### src/rtl/shift_cmd_encoder.sv
// Host-side producer for the shift-processing stream: programs the shift amount,
// pushes direction/data/end command words, drains results and waits for the done flag.
module shift_cmd_encoder #(
    parameter int CNT_W   = 16,
    parameter int TIMEOUT = 4096
) (
    input  logic             clk,
    input  logic             reset,
    input  logic             start,
    input  logic             cmd_dir,
    input  logic [4:0]       shamt,
    input  logic [CNT_W-1:0] word_count,
    input  logic             src_valid,
    input  logic [27:0]      src_data,
    output logic             src_ready,
    output logic             wrreq,
    output logic [31:0]      wdata,
    input  logic             wrfull,
    output logic             rdack,
    input  logic [31:0]      rdata,
    input  logic             rdempty,
    output logic             res_valid,
    output logic [31:0]      res_data,
    output logic             reg_write,
    output logic [31:0]      reg_addr,
    output logic [31:0]      reg_wdata,
    input  logic [31:0]      reg_rdata,
    output logic             busy,
    output logic             done,
    output logic             timeout,
    output logic [2:0]       dbg_state
);

    localparam int WAIT_W = (TIMEOUT > 1) ? $clog2(TIMEOUT) : 1;

    localparam logic [3:0]  OP_RIGHT  = 4'b0001;
    localparam logic [3:0]  OP_LEFT   = 4'b0010;
    localparam logic [3:0]  OP_END    = 4'b0100;
    localparam logic [3:0]  OP_DATA   = 4'b1000;

    localparam logic [31:0] REG_RSHIFT = 32'd2;
    localparam logic [31:0] REG_LSHIFT = 32'd3;
    localparam logic [31:0] REG_FLAG   = 32'd4;
    localparam logic [31:0] DONE_FLAG  = 32'h0000_FFFF;

    typedef enum logic [2:0] {
        S_IDLE      = 3'd0,
        S_SET_SHAMT = 3'd1,
        S_CLR_FLAG  = 3'd2,
        S_SEND_DIR  = 3'd3,
        S_SEND_DATA = 3'd4,
        S_SEND_END  = 3'd5,
        S_WAIT_DONE = 3'd6,
        S_FINISH    = 3'd7
    } state_t;

    state_t             state_q, state_d;
    logic               dir_q, dir_d;
    logic [4:0]         shamt_q, shamt_d;
    logic [CNT_W-1:0]   count_q, count_d;
    logic [CNT_W-1:0]   data_cnt_q, data_cnt_d;
    logic [CNT_W-1:0]   res_cnt_q, res_cnt_d;
    logic [WAIT_W-1:0]  wait_cnt_q, wait_cnt_d;
    logic               flag_q, flag_d;
    logic               timeout_q, timeout_d;
    logic               draining;
    logic               flag_now;

    always_ff @(posedge clk or posedge reset) begin
        if (reset) begin
            state_q    <= S_IDLE;
            dir_q      <= 1'b0;
            shamt_q    <= 5'd0;
            count_q    <= '0;
            data_cnt_q <= '0;
            res_cnt_q  <= '0;
            wait_cnt_q <= '0;
            flag_q     <= 1'b0;
            timeout_q  <= 1'b0;
        end else begin
            state_q    <= state_d;
            dir_q      <= dir_d;
            shamt_q    <= shamt_d;
            count_q    <= count_d;
            data_cnt_q <= data_cnt_d;
            res_cnt_q  <= res_cnt_d;
            wait_cnt_q <= wait_cnt_d;
            flag_q     <= flag_d;
            timeout_q  <= timeout_d;
        end
    end

    // Results are drained from the moment a job is accepted until it finishes,
    // so the slave never stalls on a full result FIFO.
    assign draining  = (state_q != S_IDLE) && (state_q != S_FINISH);
    assign flag_now  = flag_q | (reg_rdata == DONE_FLAG);
    assign busy      = (state_q != S_IDLE);
    assign timeout   = timeout_q;
    assign dbg_state = state_q;

    // Handshakes: a command word transfers on a cycle with wrreq=1 (never while
    // wrfull=1); a source word transfers when src_valid=1 and src_ready=1; a
    // result transfers on rdack=1, which is only raised while rdempty=0.
    always_comb begin
        state_d    = state_q;
        dir_d      = dir_q;
        shamt_d    = shamt_q;
        count_d    = count_q;
        data_cnt_d = data_cnt_q;
        res_cnt_d  = res_cnt_q;
        wait_cnt_d = wait_cnt_q;
        flag_d     = flag_q;
        timeout_d  = timeout_q;
        src_ready  = 1'b0;
        wrreq      = 1'b0;
        wdata      = 32'h0;
        rdack      = 1'b0;
        res_valid  = 1'b0;
        res_data   = 32'h0;
        reg_write  = 1'b0;
        reg_addr   = REG_FLAG;
        reg_wdata  = 32'h0;
        done       = 1'b0;

        if (draining) begin
            rdack     = ~rdempty;
            res_valid = ~rdempty;
            res_data  = rdata;
            if (!rdempty && (res_cnt_q != '1)) begin
                res_cnt_d = res_cnt_q + CNT_W'(1);
            end
        end

        case (state_q)
            S_IDLE: begin
                if (start) begin
                    dir_d      = cmd_dir;
                    shamt_d    = shamt;
                    count_d    = word_count;
                    data_cnt_d = '0;
                    res_cnt_d  = '0;
                    wait_cnt_d = '0;
                    flag_d     = 1'b0;
                    timeout_d  = 1'b0;
                    state_d    = S_SET_SHAMT;
                end
            end
            S_SET_SHAMT: begin
                reg_write = 1'b1;
                reg_addr  = dir_q ? REG_LSHIFT : REG_RSHIFT;
                reg_wdata = {27'b0, shamt_q};
                state_d   = S_CLR_FLAG;
            end
            S_CLR_FLAG: begin
                reg_write = 1'b1;
                reg_addr  = REG_FLAG;
                reg_wdata = 32'h0;
                state_d   = S_SEND_DIR;
            end
            S_SEND_DIR: begin
                wrreq = ~wrfull;
                wdata = {(dir_q ? OP_LEFT : OP_RIGHT), 28'h0};
                if (!wrfull) begin
                    state_d = (count_q == '0) ? S_SEND_END : S_SEND_DATA;
                end
            end
            S_SEND_DATA: begin
                src_ready = ~wrfull;
                wrreq     = src_valid & ~wrfull;
                wdata     = {OP_DATA, src_data};
                if (src_valid && !wrfull) begin
                    data_cnt_d = data_cnt_q + CNT_W'(1);
                    if (data_cnt_q == count_q - CNT_W'(1)) begin
                        state_d = S_SEND_END;
                    end
                end
            end
            S_SEND_END: begin
                wrreq = ~wrfull;
                wdata = {OP_END, 28'h0};
                if (!wrfull) begin
                    state_d = S_WAIT_DONE;
                end
            end
            S_WAIT_DONE: begin
                wait_cnt_d = wait_cnt_q + WAIT_W'(1);
                flag_d     = flag_now;
                // Completion wins over a timeout that expires on the same cycle.
                if (flag_now && (res_cnt_q == count_q)) begin
                    state_d = S_FINISH;
                end else if (wait_cnt_q == WAIT_W'(TIMEOUT - 1)) begin
                    timeout_d = 1'b1;
                    state_d   = S_FINISH;
                end
            end
            S_FINISH: begin
                done      = 1'b1;
                reg_write = 1'b1;
                reg_addr  = REG_FLAG;
                reg_wdata = 32'h0;
                state_d   = S_IDLE;
            end
            default: begin
                state_d = S_IDLE;
            end
        endcase
    end

endmodule

### config.mk
export PLATFORM = sky130hd
export DESIGN_NAME = shift_cmd_encoder
export DESIGN_NICKNAME = d
export VERILOG_FILES = /design/src/rtl/shift_cmd_encoder.sv
export SDC_FILE = /design/constraint.sdc
export NUM_CORES = 1
export LEC_CHECK = 0
export ABC_AREA = 1
export CAP_MARGIN = 20
export CORE_MARGIN = 4
export CORE_UTILIZATION = 42
export DETAILED_ROUTE_END_ITERATION = 8
export PLACE_DENSITY_LB_ADDON = 0.15
export SYNTH_ARGS = -nofsm -noshare
export SYNTH_HDL_FRONTEND = slang
export SYNTH_SLANG_ARGS = --single-unit
### constraint.sdc
create_clock -name clk -period 2.55 [get_ports clk]
set_input_delay 0.51 -clock clk [delete_from_list [all_inputs] [get_ports clk]]
set_output_delay 0.51 -clock clk [all_outputs]
set_load 0.05 [all_outputs]
==> results.py, run 1 <==
metrics = {
    "routing": {
        "ant_nets": 0,
        "avgRoutedWirePerCell_um": 13.8,
        "first_iter_violations": 304,
        "drc": 0,
        "first_pass_iters": 5,
        "viasPerCell": 4.69,
        "drt-total-wl_mm": 17.0,
        "vias": 5784,
    },
    "global_route": {
        "grt_max_degree": 60,
        "grt_usage": 0.228,
        "grt_overflow": 0,
        "grt_pass1_vias": 5651,
        "antenna_found_initial": 0,
        "grt_pass1_wl_mm": 27.1,
    },
    "clock_tree": {
        "cts_resized": 1,
        "cts-hold-fix-buffers": 0,
        "clk_pin_slew_ns": 0.06,
        "cts_max_level": 3,
        "clk_latency_ns": 0.33,
        "cts_made_buffers": 9,
        "clock-sinks": 71,
        "cts_setup_buffers": 0,
        "clockRootBuffer": "clkbuf_16",
        "cts_tree": "yes",
        "cts_max_path_buffers": 2,
    },
    "finish": {
        "syn_to_final_growth_pct": 59.7,
        "fillers": 1098,
        "drive_gt1_frac": 0.174,
        "final_util": 0.689,
        "finalNetCount": 1185,
        "n_antenna_cell": 0,
        "fin_cells": 1234,
    },
    "timing": {
        "timing.fmax_mhz": 411,
        "finalHoldViolCount": 0,
        "slew_headroom": 0.644,
        "maxSlewViolCount": 0,
        "period_share": 0.955,
        "tns_ns": 0,
        "skew_ns": 0.00740,
        "rsz0062_at_grt": "false",
        "setup_viol": 0,
        "tightest_slew_ns": 0.532,
        "holdWs_ns": 0.444,
        "fin_crit_ns": 2.44,
    },
    "worst_setup_path": {
        "required_ns": 2.04,
        "cp.arrival_ns": 1.93,
        "start_kind": "flip-flop",
        "worstSetupPathType": "reg2out",
        "critPathMaxFanout": 7,
        "cp-end-kind": "primary output",
    },
    "yosys": {
        "synth_largest_area_cell": "dfrtp_1",
        "ys_types": 41,
        "synth-seq-area-share": 0.324,
        "syn_area_mm2": 0.00549,
        "synthTopCellsByArea": "dfrtp_1, nand2_1, inv_1",
        "syn_avg_cell_area_um2": 6.46,
        "synth-seq-cells": 71,
        "synth_top_area_frac": 0.324,
        "ys_warn_count": 0,
        "synth_cells": 849,
    },
    "floorplanning": {
        "die_w_um": 122,
        "row_count": 41,
        "start_util": 0.431,
        "dieHeight_um": 122,
        "ios": 259,
        "dieArea_mm2": 0.0150,
        "coreArea_mm2": 0.0127,
    },
    "outcome": {
        "status": "finished, final reports clean",
    },
    "flow_run": {
        "cap_violations": 0,
    },
    "power_and_ir_drop": {
        "power_uw": 9210,
        "leakagePower_uw": 0.00422,
        "vdd_drop_max_mv": 0.555,
        "power.density_mw_per_mm2": 1050,
    },
    "worst_hold_path": {
        "min_path_type": "in2async",
    },
    "placement": {
        "routabilityCongestion": 0.913,
        "io_buffers": 202,
        "dp_cells": 1218,
        "post-dp-hpwl_mm": 14.2,
    },
}
## layout by cell type (no fill, tap or decap), types with 2 or more instances in the layout
cell / instances
nand2_1: 187
inv_1: 145
clkdlybuf4s50_1: 123
nor2_1: 95
buf_12: 74
dfrtp_1: 69
conb_1: 56
o21ai_0: 47
nand3_1: 44
a21oi_1: 27
nor2_2: 27
nor2_4: 20
nand4_1: 20
buf_4: 16
nor3_1: 15
inv_2: 12
xor2_1: 11
clkbuf_16: 9
o21ai_1: 8
ha_1: 7
nand2_4: 4
o21a_1: 3
clkinv_1: 3
xnor2_1: 3
nor4_1: 3
clkinvlp_4: 3
o22ai_1: 2
nand2_2: 2
nor3_2: 2
a31oi_1: 2
nor3b_2: 2
dfrtp_2: 2
## logic make-up after synthesis
group,Yosys count,synth area share
AND/OR/NAND/NOR,425,0.337
buffers and inverters,232,0.198
AO/OA/AOI/OAI,97,0.0978
flip-flops,71,0.324
XOR/XNOR,14,0.0223
adder cells (fa/ha/maj),8,0.0182
other,1,0.000683
multiplexers,1,0.00205
## through the flow
step	setup WS (ns)	instance area (um2)
finish	0.114	8760
CTS	0.0556	8760
floorplan	-0.103	5890
global route	0.00750	8760
global placement	0.209	8450
detailed placement	0.120	8450
## routing by layer
layer	vias to the layer above	GRT usage	wire, um
met5	-	0	0
met4	0	0.0588	318
met3	21	0.0654	1270
met2	198	0.407	8650
met1	2626	0.267	6740
li1	2939	-	-
## power by group
group	total (uW)	leakage, uW	internal, uW	switching, uW
combinational	6060	0.00315	2340	3710
sequential	1860	0.000931	1460	407
clock	1290	0.000145	787	499
total	9210	0.00422	4590	4620
## cell type report
type | instances | area (um2) | share of cell area
Inverter | 161 | 608 | 0.0694
Clock buffer | 10 | 239 | 0.0273
Timing Repair Buffer | 213 | 2830 | 0.323
Sequential cell | 71 | 1780 | 0.203
Tap cell | 172 | 215 | 0.0246
Clock inverter | 6 | 67.6 | 0.00771
Multi-Input combinational cell | 601 | 3020 | 0.345
## worst max-delay path, cell delays in order, from the launching register on
cell and delay, ns:
dfrtp_2 0.44, inv_2 0.07, ha_1 0.18, inv_1 0.10, nor2_4 0.15, clkinvlp_4 0.30
nor2_4 0.21, buf_12 0.14
## state kept, by name, indices dropped and copies added (netlist names), 3 cells and up
signal,cells
count_q,16
data_cnt_q,16
res_cnt_q,16
wait_cnt_q,12
shamt_q,5
dbg_state,3
## synth_stat cells, drive strengths merged
library cell  number
nand3b             1
clkinv             3
nor3              17
a221oi             1
clkbuf            10
nor4               3
o21ai             56
buf               61
a21oi             27
nor3b              2
o41ai              1
or2                1
o31ai              2
o211ai             1
o21a               3
nor2             142
o32ai              1
xnor2              3
o22ai              2
mux2               1
nand4             20
conb               1
ha                 8
dfrtp             71
nand2            193
o221a              1
nand3             46
a31oi              2
inv              158
xor2              11
## path summary, 6_finish.rpt
kind | startpoint | endpoint | slack, ns | cells after the start
worst max-delay path | dbg_state[1] | reg_wdata[1] | 0.11 | 7
worst min-delay path | reset | dir_q | 0.44 | 2
worst max register to register | dbg_state[0] | data_cnt_q[7] | 0.30 | 12
worst min register to register | wait_cnt_q[11] | wait_cnt_q[11] | 0.47 | 1
max in group asynchronous | reset | data_cnt_q[2] | 1.49 | 3
min in group clk | wait_cnt_q[11] | wait_cnt_q[11] | 0.47 | 1
Note: power is estimated with default switching activity, not from simulation.
==> run 2, diff against run 1 <==
--- a/config.mk
+++ b/config.mk
@@ -10,6 +10,7 @@
 export CORE_MARGIN = 4
 export CORE_UTILIZATION = 42
 export DETAILED_ROUTE_END_ITERATION = 8
+export GPL_TIMING_DRIVEN = 0
 export PLACE_DENSITY_LB_ADDON = 0.15
 export SYNTH_ARGS = -nofsm -noshare
 export SYNTH_HDL_FRONTEND = slang
==> run 2 against run 1 <==
Setup slack worse by 0.062 ns. Non-clock buffer count up 63. First-iteration DRC count up 43%. Die area unchanged. Sequential share of layout area up 1.4 points. Sequential cell count unchanged. Maximum frequency down 2.5%. Worst hold slack better by 0.046 ns. Highest routed layer unchanged. Critical endpoint is now reg_addr[2]. Cell area down 6.6%. Register-to-register slack better by 0.02 ns. Combinational power down 16%.
==> results.py, run 2 (synthesis gave the netlist of run 1 again) <==
metrics = {
    "finish": {
        "final_common_cell": "nand2_1",
        "syn_to_final_growth_pct": 49.2,
        "fillers": 1228,
        "final_util": 0.643,
        "n_antenna_cell": 0,
        "drive_gt1_frac": 0.209,
        "fin_cells": 1297,
        "final-seq-area_mm2": 0.00178,
        "multiInputGateArea_mm2": 0.00303,
        "largest_registers": "count_q (16), data_cnt_q (16), res_cnt_q (16)",
        "mostFrequentLayoutCells": "nand2_1, inv_1, clkdlybuf4s50_1",
        "finalNetCount": 1248,
    },
    "worst_hold_path": {
        "min_path_type": "reg2reg",
    },
    "timing": {
        "worst_slack_ns": 0.0523,
        "slew_headroom": 0.542,
        "fin_crit_ns": 2.50,
        "timing.fmax_mhz": 400,
        "holdWs_ns": 0.490,
        "tightest_slew_ns": 0.687,
        "rsz0062_at_grt": "false",
        "period_share": 0.980,
        "setup_viol": 0,
        "skew_ns": 0.00718,
        "finalHoldViolCount": 0,
        "tns_ns": 0,
        "maxSlewViolCount": 0,
    },
    "clock_tree": {
        "cts_max_level": 3,
        "cts_made_buffers": 9,
        "cts_tree": "yes",
        "cts_max_path_buffers": 2,
        "clock-sinks": 71,
        "clk_latency_ns": 0.34,
        "clk_pin_slew_ns": 0.06,
        "clockRootBuffer": "clkbuf_16",
        "cts-hold-fix-buffers": 0,
    },
    "worst_setup_path": {
        "crit_family": "buffers and inverters",
        "cp-end-kind": "primary output",
        "required_ns": 2.04,
        "worstSetupPathType": "reg2out",
        "critPathMaxFanout": 6,
        "r2r_slack_ns": 0.32,
        "worstPathCellList": "inv_2 > ha_1 > inv_1 > nor2_4 > clkinvlp_4 > buf_12 > dlygate4sd2_1",
        "path_buf_inv": 5,
        "crit_path_max_incr_delay_ns": 0.45,
        "slowest_stage": "dfrtp_2",
        "start_kind": "flip-flop",
        "cp.arrival_ns": 1.99,
    },
    "global_route": {
        "grtUsageMet3": 0.0576,
        "grt_use_met1": 0.279,
        "grt_pass1_wl_mm": 27.3,
        "grt-busiest-layer": "met2",
        "grt_usage": 0.230,
        "grt_overflow": 0,
        "antenna_found_initial": 0,
        "grt_max_degree": 46,
        "grt_pass1_vias": 5699,
        "use_met2": 0.404,
    },
    "routing": {
        "ant_nets": 0,
        "vias": 6028,
        "avgRoutedWirePerCell_um": 13.5,
        "first_pass_iters": 6,
        "viasPerCell": 4.65,
        "drt-total-wl_mm": 17.5,
        "first_iter_violations": 436,
        "drc": 0,
    },
    "placement": {
        "dp_cells": 1279,
        "routabilityCongestion": 0.917,
        "io_buffers": 202,
        "dp_slack_ns": -0.453,
        "post-dp-hpwl_mm": 14.2,
    },
    "power_and_ir_drop": {
        "power.density_mw_per_mm2": 1000,
        "vdd_drop_max_mv": 0.679,
        "leakagePower_uw": 0.00428,
    },
    "floorplanning": {
        "row_count": 41,
        "start_util": 0.431,
        "dieHeight_um": 122,
        "coreArea_mm2": 0.0127,
        "ios": 259,
        "dieArea_mm2": 0.0150,
        "die_w_um": 122,
    },
    "outcome": {
        "status": "finished, final reports clean",
    },
    "flow_run": {
        "cap_violations": 0,
    },
}
-- run 2: layout make-up --
| class | instances | share of cell area |
|---|---|---|
| clock inverter | 6 | 0.00734 |
| inverter | 161 | 0.0746 |
| timing repair buffer | 205 | 0.213 |
| buffer | 71 | 0.0621 |
| multi-input combinational | 601 | 0.370 |
| tap | 172 | 0.0263 |
| sequential | 71 | 0.217 |
| clock buffer | 10 | 0.0292 |
-- run 2: path summary, 6_finish.rpt --
kind	from	to	cells past startpoint
min in group asynchronous	reset	dbg_state[2]	2
min reg2reg	wait_cnt_q[11]	wait_cnt_q[11]	1
max in group asynchronous	reset	dbg_state[0]	3
max	dbg_state[1]	reg_addr[2]	7
max reg2reg	dbg_state[0]	count_q[1]	8
min	wait_cnt_q[11]	wait_cnt_q[11]	1
-- run 2: power breakdown --
part           switching [uW]  total [uW]  internal (uW)
Sequential                391        1850           1460
Clock                     493        1270            778
Combinational            3590        5090           1500
Total                    4480        8210           3730
-- run 2: layer usage --
layer  wire, um  up-vias
met5          0        -
met4        348        0
li1           -     3066
met2       8650      257
met3       1420       27
met1       7060     2678
-- run 2: timing repair --
| action | 4_1_cts | 5_1_grt |
|---|---|---|
| endpoints found under the setup margin | 78 | 60 |
| gates resized for setup | 293 | 74 |
| pin swaps | 0 | 0 |
| buffers inserted | 2 | 0 |
-- run 2: through the flow --
stage,total power (uW),instance area [um2]
3_5_place_dp,7120,8160
4_1_cts,8300,8390
6_report,8210,8190
5_1_grt,8750,8190
2_1_floorplan,5510,5890
3_3_place_gp,7070,8130
